<file path="src/rtl/alu_issue_stage_pkg.sv">
// Shared encodings for the ID/EX issue stage: ALU op codes and MIPS opcode/funct values.
package alu_issue_stage_pkg;

    // ALU operation codes understood by ALU32Bit
    localparam logic [3:0] ALU_ADD = 4'd0;
    localparam logic [3:0] ALU_SUB = 4'd1;
    localparam logic [3:0] ALU_AND = 4'd2;
    localparam logic [3:0] ALU_OR  = 4'd3;
    localparam logic [3:0] ALU_NOR = 4'd4;
    localparam logic [3:0] ALU_XOR = 4'd5;
    localparam logic [3:0] ALU_SLL = 4'd6;
    localparam logic [3:0] ALU_SRL = 4'd7;
    localparam logic [3:0] ALU_MUL = 4'd8;
    localparam logic [3:0] ALU_SLT = 4'd9;

    // Primary opcodes (Instruction[31:26])
    localparam logic [5:0] OP_RTYPE    = 6'h00;
    localparam logic [5:0] OP_SPECIAL2 = 6'h1C;
    localparam logic [5:0] OP_BEQ      = 6'h04;
    localparam logic [5:0] OP_BNE      = 6'h05;
    localparam logic [5:0] OP_ADDI     = 6'h08;
    localparam logic [5:0] OP_ADDIU    = 6'h09;
    localparam logic [5:0] OP_SLTI     = 6'h0A;
    localparam logic [5:0] OP_ANDI     = 6'h0C;
    localparam logic [5:0] OP_ORI      = 6'h0D;
    localparam logic [5:0] OP_XORI     = 6'h0E;
    localparam logic [5:0] OP_LUI      = 6'h0F;
    localparam logic [5:0] OP_LW       = 6'h23;
    localparam logic [5:0] OP_SW       = 6'h2B;

    // Function codes (Instruction[5:0])
    localparam logic [5:0] FN_SLL  = 6'h00;
    localparam logic [5:0] FN_SRL  = 6'h02;
    localparam logic [5:0] FN_SLLV = 6'h04;
    localparam logic [5:0] FN_SRLV = 6'h06;
    localparam logic [5:0] FN_ADD  = 6'h20;
    localparam logic [5:0] FN_ADDU = 6'h21;
    localparam logic [5:0] FN_SUB  = 6'h22;
    localparam logic [5:0] FN_SUBU = 6'h23;
    localparam logic [5:0] FN_AND  = 6'h24;
    localparam logic [5:0] FN_OR   = 6'h25;
    localparam logic [5:0] FN_XOR  = 6'h26;
    localparam logic [5:0] FN_NOR  = 6'h27;
    localparam logic [5:0] FN_SLT  = 6'h2A;
    localparam logic [5:0] FN_MUL  = 6'h02;

endpackage

</file>
<file path="src/rtl/alu_op_decode.sv">
// Combinational decode of a MIPS instruction into ALU op, operands and write-back target.
module alu_op_decode
    import alu_issue_stage_pkg::*;
#(
    parameter int DATA_W     = 32,
    parameter int REG_ADDR_W = 5
) (
    input  logic [31:0]           instruction,
    input  logic [DATA_W-1:0]     rs_data,
    input  logic [DATA_W-1:0]     rt_data,
    output logic [3:0]            alu_control,
    output logic [DATA_W-1:0]     a,
    output logic [DATA_W-1:0]     b,
    output logic                  reg_write,
    output logic [REG_ADDR_W-1:0] write_reg,
    output logic                  illegal
);

    logic [5:0]  op;
    logic [5:0]  fn;
    logic [4:0]  shamt;
    logic [15:0] imm;
    logic [DATA_W-1:0] imm_sext;
    logic [DATA_W-1:0] imm_zext;
    logic [DATA_W-1:0] shamt_zext;
    logic [DATA_W-1:0] rs_low_zext;
    logic              wr_en;

    assign op          = instruction[31:26];
    assign fn          = instruction[5:0];
    assign shamt       = instruction[10:6];
    assign imm         = instruction[15:0];
    assign imm_sext    = {{(DATA_W-16){imm[15]}}, imm};
    assign imm_zext    = {{(DATA_W-16){1'b0}}, imm};
    assign shamt_zext  = {{(DATA_W-5){1'b0}}, shamt};
    assign rs_low_zext = {{(DATA_W-5){1'b0}}, rs_data[4:0]};

    // Decode table; unmatched encodings fall through as illegal with Rs/Rt operands
    always_comb begin
        alu_control = ALU_ADD;
        a           = rs_data;
        b           = rt_data;
        wr_en       = 1'b0;
        illegal     = 1'b0;
        // R-type and SPECIAL2 write rd, everything else writes rt
        if (op == OP_RTYPE || op == OP_SPECIAL2)
            write_reg = instruction[15:11];
        else
            write_reg = instruction[20:16];

        unique case (op)
            OP_RTYPE: begin
                wr_en = 1'b1;
                case (fn)
                    FN_ADD, FN_ADDU: alu_control = ALU_ADD;
                    FN_SUB, FN_SUBU: alu_control = ALU_SUB;
                    FN_AND:          alu_control = ALU_AND;
                    FN_OR:           alu_control = ALU_OR;
                    FN_NOR:          alu_control = ALU_NOR;
                    FN_XOR:          alu_control = ALU_XOR;
                    FN_SLT:          alu_control = ALU_SLT;
                    FN_SLL: begin
                        alu_control = ALU_SLL; a = rt_data; b = shamt_zext;
                    end
                    FN_SRL: begin
                        alu_control = ALU_SRL; a = rt_data; b = shamt_zext;
                    end
                    FN_SLLV: begin
                        alu_control = ALU_SLL; a = rt_data; b = rs_low_zext;
                    end
                    FN_SRLV: begin
                        alu_control = ALU_SRL; a = rt_data; b = rs_low_zext;
                    end
                    default: begin
                        illegal = 1'b1; wr_en = 1'b0;
                    end
                endcase
            end
            OP_SPECIAL2: begin
                if (fn == FN_MUL) begin
                    alu_control = ALU_MUL; wr_en = 1'b1;
                end else begin
                    illegal = 1'b1;
                end
            end
            OP_ADDI, OP_ADDIU, OP_LW: begin
                b = imm_sext; wr_en = 1'b1;
            end
            OP_SW:   b = imm_sext;
            OP_SLTI: begin
                alu_control = ALU_SLT; b = imm_sext; wr_en = 1'b1;
            end
            OP_ANDI: begin
                alu_control = ALU_AND; b = imm_zext; wr_en = 1'b1;
            end
            OP_ORI: begin
                alu_control = ALU_OR; b = imm_zext; wr_en = 1'b1;
            end
            OP_XORI: begin
                alu_control = ALU_XOR; b = imm_zext; wr_en = 1'b1;
            end
            OP_LUI: begin
                alu_control = ALU_SLL;
                a           = imm_zext;
                b           = DATA_W'(16);
                wr_en       = 1'b1;
            end
            OP_BEQ, OP_BNE: alu_control = ALU_SUB;
            default:        illegal = 1'b1;
        endcase
    end

    // $zero is never a real destination
    assign reg_write = wr_en && (write_reg != '0);

endmodule

</file>
<file path="src/rtl/alu_issue_stage.sv">
// ID/EX issue register: decodes one beat per cycle and holds it under valid/ready.
module alu_issue_stage
    import alu_issue_stage_pkg::*;
#(
    parameter int DATA_W     = 32,
    parameter int REG_ADDR_W = 5
) (
    input  logic                  Clk,
    input  logic                  Reset_n,
    input  logic                  InValid,
    output logic                  InReady,
    input  logic [31:0]           Instruction,
    input  logic [DATA_W-1:0]     RsData,
    input  logic [DATA_W-1:0]     RtData,
    input  logic                  Flush,
    output logic                  OutValid,
    input  logic                  OutReady,
    output logic [3:0]            ALUControl,
    output logic [DATA_W-1:0]     A,
    output logic [DATA_W-1:0]     B,
    output logic                  RegWrite,
    output logic [REG_ADDR_W-1:0] WriteReg,
    output logic                  Illegal
);

    logic [3:0]            nxt_alu_control;
    logic [DATA_W-1:0]     nxt_a;
    logic [DATA_W-1:0]     nxt_b;
    logic                  nxt_reg_write;
    logic [REG_ADDR_W-1:0] nxt_write_reg;
    logic                  nxt_illegal;
    logic                  capture;

    alu_op_decode #(
        .DATA_W     (DATA_W),
        .REG_ADDR_W (REG_ADDR_W)
    ) u_decode (
        .instruction (Instruction),
        .rs_data     (RsData),
        .rt_data     (RtData),
        .alu_control (nxt_alu_control),
        .a           (nxt_a),
        .b           (nxt_b),
        .reg_write   (nxt_reg_write),
        .write_reg   (nxt_write_reg),
        .illegal     (nxt_illegal)
    );

    // No skid buffer: a slot frees up the same cycle EX takes the held beat
    assign InReady = !OutValid || OutReady;
    assign capture = InValid && InReady && !Flush;

    // Flush beats capture; capture replaces a draining beat; otherwise hold or drain
    always_ff @(posedge Clk or negedge Reset_n) begin
        if (!Reset_n) begin
            OutValid   <= 1'b0;
            ALUControl <= '0;
            A          <= '0;
            B          <= '0;
            RegWrite   <= 1'b0;
            WriteReg   <= '0;
            Illegal    <= 1'b0;
        end else if (Flush) begin
            // operand fields left stale; only the side-effecting flags are cleared
            OutValid <= 1'b0;
            RegWrite <= 1'b0;
            Illegal  <= 1'b0;
        end else if (capture) begin
            OutValid   <= 1'b1;
            ALUControl <= nxt_alu_control;
            A          <= nxt_a;
            B          <= nxt_b;
            RegWrite   <= nxt_reg_write;
            WriteReg   <= nxt_write_reg;
            Illegal    <= nxt_illegal;
        end else if (OutReady) begin
            OutValid <= 1'b0;
        end
    end

endmodule

</file>
<file path="config.mk">
export PLATFORM = sky130hd
export DESIGN_NAME = alu_issue_stage
export DESIGN_NICKNAME = d
export VERILOG_FILES = /design/src/rtl/alu_issue_stage_pkg.sv /design/src/rtl/alu_op_decode.sv /design/src/rtl/alu_issue_stage.sv
export SDC_FILE = /design/constraint.sdc
export NUM_CORES = 1
export LEC_CHECK = 0
export CAP_MARGIN = 20
export CORE_ASPECT_RATIO = 1.25
export CORE_MARGIN = 3
export CORE_UTILIZATION = 30
export DETAILED_ROUTE_END_ITERATION = 6
export HOLD_SLACK_MARGIN = 0.12
export SETUP_SLACK_MARGIN = 0.4
export SYNTH_ARGS = -nofsm -noshare
export SYNTH_HDL_FRONTEND = slang
export SYNTH_SLANG_ARGS = --single-unit
export TNS_END_PERCENT = 5
</file>
<file path="constraint.sdc">
create_clock -name Clk -period 1.9 [get_ports Clk]
set_input_delay 0.38 -clock Clk [delete_from_list [all_inputs] [get_ports Clk]]
set_output_delay 0.38 -clock Clk [all_outputs]
set_load 0.01 [all_outputs]
</file>
==> results of run 1 <==
==> flip-flops by register name, summed over array words and instances, names as in the netlist <==
signal      flops
OutValid        1
B              32
WriteReg        5
A              32
RegWrite        1
Illegal         1
ALUControl      4
==> timing repair <==
item | CTS | global route
setup buffers | 11 | 7
gates resized for setup | 61 | 32
cloned | 4 | 2
endpoints found under the setup margin | 152 | 152
pin swaps | 14 | 11
hold endpoints to repair | 32 | 0
hold buffers | 1 | 0
==> worst paths after layout <==
| path | depth (start not counted) | slack (ps) | startpoint | end |
|---|---|---|---|---|
| setup reg to reg | 7 | 400 | OutValid$_DFFE_PN0P_ | B[12]$_DFFE_PN0P_ |
| min in group asynchronous | 2 | 550 | Reset_n | A[13]$_DFFE_PN0P_ |
| max in group asynchronous | 3 | 750 | Reset_n | WriteReg[1]$_DFFE_PN0P_ |
| hold / removal | 3 | 480 | Instruction[5] | B[5]$_DFFE_PN0P_ |
| hold reg to reg | 2 | 490 | WriteReg[2]$_DFFE_PN0P_ | WriteReg[2]$_DFFE_PN0P_ |
| setup / recovery | 8 | 100 | Instruction[3] | B[5]$_DFFE_PN0P_ |
==> power by group through the flow <==
stage	Sequential [µW]	Combinational [µW]	Clock [µW]
after floorplan	2130	411	0
after global placement	2030	1500	0
after detailed placement	2030	1520	0
after CTS	2010	1570	1830
after global routing	2040	1710	1910
final	2010	1600	1800
==> cells in the final DEF (no fill, tap or decap), types with 3 or more instances in the layout <==
cell,instances
a21oi_1,39
a21oi_2,3
a221o_1,11
a221oi_1,26
a221oi_2,10
a22o_1,3
and3_1,10
buf_12,10
buf_4,73
buf_6,17
clkbuf_1,3
clkbuf_16,11
clkbuf_2,3
clkdlybuf4s50_1,159
dfrtp_1,76
inv_1,6
mux2_2,5
mux2i_1,5
nand2_1,45
nand3_1,3
nor2_1,78
nor2b_1,4
nor3_1,6
o21ai_0,14
==> critical path, cell delays in order <==
cell	delay (ps)
buf_6	100
or4_4	540
nor3_4	230
buf_12	150
a211oi_4	50
buf_6	140
and3_4	160
a221o_1	260
==> logic make-up (layout without fill, tap and decap cells) <==
kind of cell	after synthesis	count (layout)	share of synthesized area (%)
buffers and inverters	44	293	5.445
flip-flops	76	76	48.12
multiplexers	11	11	2.976
AND/OR/NAND/NOR	173	173	19.88
AO/OA/AOI/OAI	129	131	23.33
adder cells (fa/ha/maj)	1	1	0.2533
==> per-layer routing <==
layer / vias to the layer above / wire length [µm] / GRT usage (%)
met5: - / 0 / 0
met4: 0 / 364 / 8.000
met3: 26 / 1300 / 4.718
met2: 195 / 7734 / 34.47
met1: 2132 / 6252 / 25.16
li1: 2083 / - / -
==> layout make-up <==
cell class / count / area (µm²)
multi-input cells: 316 / 2053
flip-flops and latches: 76 / 1902
clock inverters: 4 / 73.82
inverters: 6 / 22.52
clock buffers: 12 / 236.5
well taps: 168 / 210.2
repair buffers: 271 / 2660
fillers: 1154 / 5619
==> stage by stage <==
step / util [%] / instance area, µm² / hold slack (ps) / setup TNS, ps / total power [µW]
finish: 56.02 / 7158 / 478.6 / 0 / 5406
CTS: 54.26 / 6933 / 492.0 / 0 / 5414
global placement: 49.71 / 6351 / 360.6 / -35990 / 3531
detailed placement: 49.71 / 6351 / 368.8 / -37830 / 3555
global route: 56.02 / 7158 / 479.7 / 0 / 5657
floorplan: - / 3968 / 84.41 / -141.6 / 2544
==> run_summary.xml, run 1 <==
<?xml version="1.0" encoding="UTF-8"?>
<metrics>
  <group name="detailed_routing">
    <metric name="drt_first_pass_iters" unit="">5</metric>
    <metric name="ant_nets" unit="">0</metric>
    <metric name="wire_per_inst" unit="µm">18.35</metric>
    <metric name="num_vias" unit="">4436</metric>
    <metric name="drt_wl_total" unit="mm">15.65</metric>
    <metric name="route.detailed.drc" unit="">0</metric>
    <metric name="detail_route.iter0.violations" unit="">176</metric>
    <metric name="avgViaCountPerCell" unit="">5.200</metric>
  </group>
  <group name="synth">
    <metric name="top_count_cell_post_synth" unit="">nor2_1</metric>
    <metric name="dominantRegCellSynth" unit="">dfrtp_1</metric>
    <metric name="postSynth.asyncResetShare" unit="%">100.0</metric>
    <metric name="yosysTopAreaCell" unit="">dfrtp_1</metric>
    <metric name="synth.top_cell.area_share" unit="%">48.12</metric>
    <metric name="synth.net_count" unit="">535</metric>
    <metric name="postSynthCellCount" unit="">434</metric>
    <metric name="yosys_warnings" unit="">0</metric>
    <metric name="syn-mean-instance-area" unit="µm²">9.107</metric>
    <metric name="synth.lib_cells_used.distinct" unit="">50</metric>
    <metric name="ys_ff_latch" unit="">76</metric>
    <metric name="synth_enable_flop_cells" unit="">0</metric>
    <metric name="synth.cell_area" unit="mm²">0.003953</metric>
    <metric name="synth_area_leaders" unit="">dfrtp_1 (48%), a221oi_1 (8.2%), nor2_1 (7.7%)</metric>
    <metric name="post_synth_most_frequent_cells" unit="">nor2_1 (81), dfrtp_1 (76), nand2_1 (48)</metric>
    <metric name="sequential_fraction_of_the_synthesis_area" unit="%">48.12</metric>
  </group>
  <group name="global_routing">
    <metric name="globalRouteTotalUtil" unit="%">20.46</metric>
    <metric name="grt_antenna_before_repair" unit="">0</metric>
    <metric name="grt_start_max_net_pins" unit="">36</metric>
    <metric name="global_route_wire_length_before_repair" unit="mm">23.20</metric>
    <metric name="grt_pass1_vias" unit="">4377</metric>
    <metric name="remaining_global_route_overflow" unit="">0</metric>
  </group>
  <group name="clocking">
    <metric name="clk_pin_slew_worst_paths" unit="ps">50</metric>
    <metric name="clk-insertion-delay-late" unit="ps">340</metric>
    <metric name="cts_max_level" unit="">3</metric>
    <metric name="cts_tree" unit="">yes</metric>
    <metric name="cts_inserted_buffers" unit="">9</metric>
    <metric name="clkSinkCount" unit="">76</metric>
    <metric name="cts_buffer_depth" unit="">2</metric>
    <metric name="cts_root_buf" unit="">clkbuf_16</metric>
  </group>
  <group name="finish">
    <metric name="fraction_of_final_layout_cells_with_drive_strength_greater_than_1" unit="%">24.09</metric>
    <metric name="stdcell_count" unit="">853</metric>
    <metric name="layout-area-overhead-vs-synth" unit="%">81.10</metric>
    <metric name="num-nets-final" unit="">781</metric>
    <metric name="count_of_antenna_diodes_in_the_layout" unit="">0</metric>
  </group>
  <group name="critical_path">
    <metric name="worstSetupEndpointType" unit="">register</metric>
    <metric name="start_kind" unit="">primary input</metric>
    <metric name="critPathKind" unit="">primary input to register</metric>
    <metric name="timing.critical_path.fanout_max" unit="">6</metric>
    <metric name="arrival" unit="ps">2020</metric>
    <metric name="worstPathRequired" unit="ps">2110</metric>
  </group>
  <group name="sta">
    <metric name="min_period_over_period" unit="%">94.97</metric>
    <metric name="setup_violations" unit="">0</metric>
    <metric name="layout_setup_ws" unit="ps">95.58</metric>
    <metric name="tightest_slew" unit="ps">483.1</metric>
    <metric name="rsz0062_at_grt" unit="">yes</metric>
    <metric name="final.setup_skew" unit="ps">7.901</metric>
    <metric name="finalMaxSlewViolations" unit="">0</metric>
    <metric name="max_freq" unit="GHz">0.5542</metric>
    <metric name="hold_viol" unit="">0</metric>
    <metric name="post_layout_minimum_cycle_time" unit="ps">1804</metric>
    <metric name="maxSlewHeadroom" unit="%">67.73</metric>
  </group>
  <group name="pwr">
    <metric name="power.density_cell_area" unit="mW/mm²">755.3</metric>
    <metric name="power.sequential.fraction" unit="%">37.2</metric>
    <metric name="switching_share" unit="%">27.18</metric>
    <metric name="combinationalPowerShare" unit="%">29.6</metric>
    <metric name="total_switching_power" unit="µW">1470</metric>
    <metric name="clockPowerShare" unit="%">33.2</metric>
    <metric name="p_int" unit="µW">3937</metric>
    <metric name="irDropWorstVdd" unit="mV">0.4305</metric>
    <metric name="leakage_power" unit="µW">0.003112</metric>
  </group>
  <group name="flow_run">
    <metric name="max_cap_viol_count" unit="">0</metric>
  </group>
  <group name="die">
    <metric name="dieHeight" unit="µm">134.3</metric>
    <metric name="io_pins" unit="">178</metric>
    <metric name="starting_utilization_of_the_core_area" unit="%">30.93</metric>
    <metric name="floorplan.die_area" unit="mm²">0.01460</metric>
    <metric name="core_rows" unit="">46</metric>
    <metric name="die-width" unit="µm">108.7</metric>
    <metric name="core_area" unit="mm²">0.01278</metric>
  </group>
  <group name="placed_design">
    <metric name="post-place-cells" unit="">812</metric>
    <metric name="place.port_buffers" unit="">172</metric>
    <metric name="dp_hpwl" unit="mm">11.19</metric>
    <metric name="detailedPlace.worstSlack" unit="ps">-656.9</metric>
    <metric name="routabilityCongestion" unit="">0.8492</metric>
  </group>
  <group name="min_path">
    <metric name="worstHoldPathType" unit="">primary input to register</metric>
  </group>
  <group name="run_status">
    <metric name="status" unit="">completed</metric>
  </group>
</metrics>
No activity file was read; power rests on OpenSTA's default activity.
==> run 2, diff against run 1 <==
- TNS_END_PERCENT: 5 -> not set
==> run 2 against run 1 <==
Against the previous run:
- combinational power about the same
- count of clock-buffer cells in the layout shrank 2
- global-route usage up 1.9 points
- largest cell class unchanged
- register-to-register slack got worse by 30 ps
- non-clock buffer count fell by 6
- clock power grew 8%
==> run_summary.xml, run 2 (synthesis gave the netlist of run 1 again) <==
<?xml version="1.0" encoding="UTF-8"?>
<metrics>
  <group name="min_path">
    <metric name="hold_path.startpoint" unit="">OutReady</metric>
    <metric name="worstHoldPathType" unit="">primary input to register</metric>
  </group>
  <group name="critical_path">
    <metric name="timing.critical_path.max_delay_family" unit="">simple AND/OR/NAND/NOR gates</metric>
    <metric name="worstPathCellList" unit="">buf_6, or4_4, nor3_4, buf_6, a211oi_4, buf_4, buf_6, and3_4, a221o_1</metric>
    <metric name="critPathKind" unit="">primary input to register</metric>
    <metric name="critical-path-slowest-cell" unit="">or4_4</metric>
    <metric name="worstPathBufferInverterCount" unit="">4</metric>
    <metric name="worstPathRequired" unit="ps">2120</metric>
    <metric name="start_kind" unit="">primary input</metric>
    <metric name="critical-path-top-cell-by-count" unit="">buf_6</metric>
    <metric name="critical_path.reg2reg.startpoint" unit="">OutValid$_DFFE_PN0P_</metric>
    <metric name="slowest_delay" unit="ps">560</metric>
    <metric name="timing.critical_path.fanout_max" unit="">6</metric>
    <metric name="arrival" unit="ps">2050</metric>
    <metric name="worstSetupEndpointType" unit="">register</metric>
    <metric name="startpoint" unit="">Instruction[3]</metric>
  </group>
  <group name="placed_design">
    <metric name="placedInstanceArea" unit="mm²">0.006391</metric>
    <metric name="routabilityCongestion" unit="">0.8342</metric>
    <metric name="detailedPlace.worstSlack" unit="ps">-600.1</metric>
    <metric name="place.port_buffers" unit="">172</metric>
    <metric name="dp_hpwl" unit="mm">11.26</metric>
  </group>
  <group name="global_routing">
    <metric name="grt_start_max_net_pins" unit="">35</metric>
    <metric name="remaining_global_route_overflow" unit="">0</metric>
    <metric name="global_route_wire_length_before_repair" unit="mm">25.56</metric>
    <metric name="grt_antenna_before_repair" unit="">0</metric>
    <metric name="globalRouteTotalUtil" unit="%">22.34</metric>
    <metric name="grt_pass1_vias" unit="">4741</metric>
  </group>
  <group name="finish">
    <metric name="layout-area-overhead-vs-synth" unit="%">95.09</metric>
    <metric name="num-nets-final" unit="">774</metric>
    <metric name="design_area" unit="mm²">0.007711</metric>
    <metric name="commonest_non_fill_non_tap_cells_in_the_layout" unit="">nor2_1 (78), clkdlybuf4s50_1 (78), dlygate4sd2_1 (78)</metric>
    <metric name="largestRegisters" unit="">A x32, B x32, WriteReg x5</metric>
    <metric name="fraction_of_final_layout_cells_with_drive_strength_greater_than_1" unit="%">37.76</metric>
    <metric name="count_of_antenna_diodes_in_the_layout" unit="">0</metric>
  </group>
  <group name="sta">
    <metric name="post_layout_minimum_cycle_time" unit="ps">1833</metric>
    <metric name="layout_setup_ws" unit="ps">66.92</metric>
    <metric name="setup_violations" unit="">0</metric>
    <metric name="final.setup_skew" unit="ps">6.267</metric>
    <metric name="maxSlewHeadroom" unit="%">65.80</metric>
    <metric name="hold_viol" unit="">0</metric>
    <metric name="max_freq" unit="GHz">0.5455</metric>
    <metric name="min_period_over_period" unit="%">96.48</metric>
    <metric name="rsz0062_at_grt" unit="">yes</metric>
    <metric name="finalMaxSlewViolations" unit="">0</metric>
    <metric name="tightest_slew" unit="ps">512.0</metric>
  </group>
  <group name="detailed_routing">
    <metric name="drt_first_pass_iters" unit="">4</metric>
    <metric name="num_vias" unit="">4573</metric>
    <metric name="ant_nets" unit="">0</metric>
    <metric name="drt_wl_total" unit="mm">17.10</metric>
    <metric name="avgViaCountPerCell" unit="">5.405</metric>
    <metric name="detail_route.iter0.violations" unit="">199</metric>
    <metric name="route.detailed.drc" unit="">0</metric>
    <metric name="wire_per_inst" unit="µm">20.22</metric>
  </group>
  <group name="clocking">
    <metric name="clkSinkCount" unit="">76</metric>
    <metric name="cts_tree" unit="">yes</metric>
    <metric name="clk-insertion-delay-late" unit="ps">330</metric>
    <metric name="cts_max_level" unit="">3</metric>
    <metric name="cts_buffer_depth" unit="">2</metric>
    <metric name="cts_inserted_buffers" unit="">9</metric>
    <metric name="cts_root_buf" unit="">clkbuf_16</metric>
    <metric name="clk_pin_slew_worst_paths" unit="ps">70</metric>
  </group>
  <group name="die">
    <metric name="io_pins" unit="">178</metric>
    <metric name="floorplan.die_area" unit="mm²">0.01460</metric>
    <metric name="core_rows" unit="">46</metric>
    <metric name="core_area" unit="mm²">0.01278</metric>
    <metric name="dieHeight" unit="µm">134.3</metric>
    <metric name="die-width" unit="µm">108.7</metric>
    <metric name="starting_utilization_of_the_core_area" unit="%">30.93</metric>
  </group>
  <group name="pwr">
    <metric name="irDropWorstVdd" unit="mV">0.3867</metric>
    <metric name="leakage_power" unit="µW">0.003409</metric>
    <metric name="power.density_cell_area" unit="mW/mm²">719.3</metric>
  </group>
  <group name="run_status">
    <metric name="status" unit="">completed</metric>
  </group>
  <group name="flow_run">
    <metric name="max_cap_viol_count" unit="">0</metric>
  </group>
</metrics>
run 2: changes by cell type in the layout (fill, tap and decap cells not counted), sizes merged:
cell / delta
dlymetal6s2s: +3
clkbuf: -1
clkdlybuf4s15: -1
inv: +1
clkdlybuf4s50: -81
buf: -5
clkinvlp: +1
a211oi: -1
bufbuf: +1
dlygate4sd2: +76
run 2: worst paths after layout:
| path | end | slack, ps | cells past startpoint |
|---|---|---|---|
| worst max-delay path | B[13]$_DFFE_PN0P_ | 70 | 9 |
| worst min-delay path | OutValid$_DFFE_PN0P_ | 380 | 3 |
| worst max register to register | A[1]$_DFFE_PN0P_ | 370 | 6 |
| worst min register to register | WriteReg[1]$_DFFE_PN0P_ | 480 | 2 |
| max in group asynchronous | A[4]$_DFFE_PN0P_ | 750 | 3 |
| min in group asynchronous | A[15]$_DFFE_PN0P_ | 550 | 2 |
run 2: stage by stage:
step | util (%) | TNS, ps | power (µW) | hold slack (ps) | cells
finish | 60.35 | 0 | 5546 | 383.6 | 846
global route | 60.35 | 0 | 5782 | 408.5 | 846
CTS | 56.59 | 0 | 5420 | 441.1 | 841
detailed placement | 50.02 | -35190 | 3565 | 370.3 | 807
global placement | 50.02 | -30760 | 3537 | 365.7 | 807
floorplan | - | -137.2 | 2558 | 84.41 | 434
run 2: layout make-up:
| cell class | instances | area, µm² |
|---|---|---|
| multi-input combinational | 315 | 2561 |
| inverter | 6 | 22.52 |
| fill | 1086 | 5066 |
| sequential | 76 | 1902 |
| clock inverter | 6 | 96.34 |
| tap | 168 | 210.2 |
| timing repair buffer | 265 | 2680 |
| clock buffer | 10 | 239.0 |
run 2: layer usage:
metal  GRT usage [%]  wire [µm]  up-vias
li1                -          -     2078
met1           28.23       7102     2285
met2           38.35       8748      179
met3           4.044        874       31
met4           7.088        377        0
met5               0          0        -
run 2: power by group:
group	switching [µW]	internal, µW	leakage, µW	total (µW)
clock	746	1200	0.000161	1950
sequential	133	1860	0.000877	1990
combinational	790	815	0.00237	1600
total	1670	3880	0.00341	5550
run 2: what timing repair did:
item	in CTS	in global routing
setup endpoints to repair	152	72
hold buffers	1	0
pin swaps	35	52
resized for setup	200	109
gates cloned	8	3
endpoints found under the hold margin	32	0
setup buffers	9	2
run 2: tightest hold or removal path, delay by kind of cell:
kind,cells,cell delay [ps]
and+or+nand+nor,1,150
AOI/OAI and AO/OA,1,60
buffers and inverters,1,90
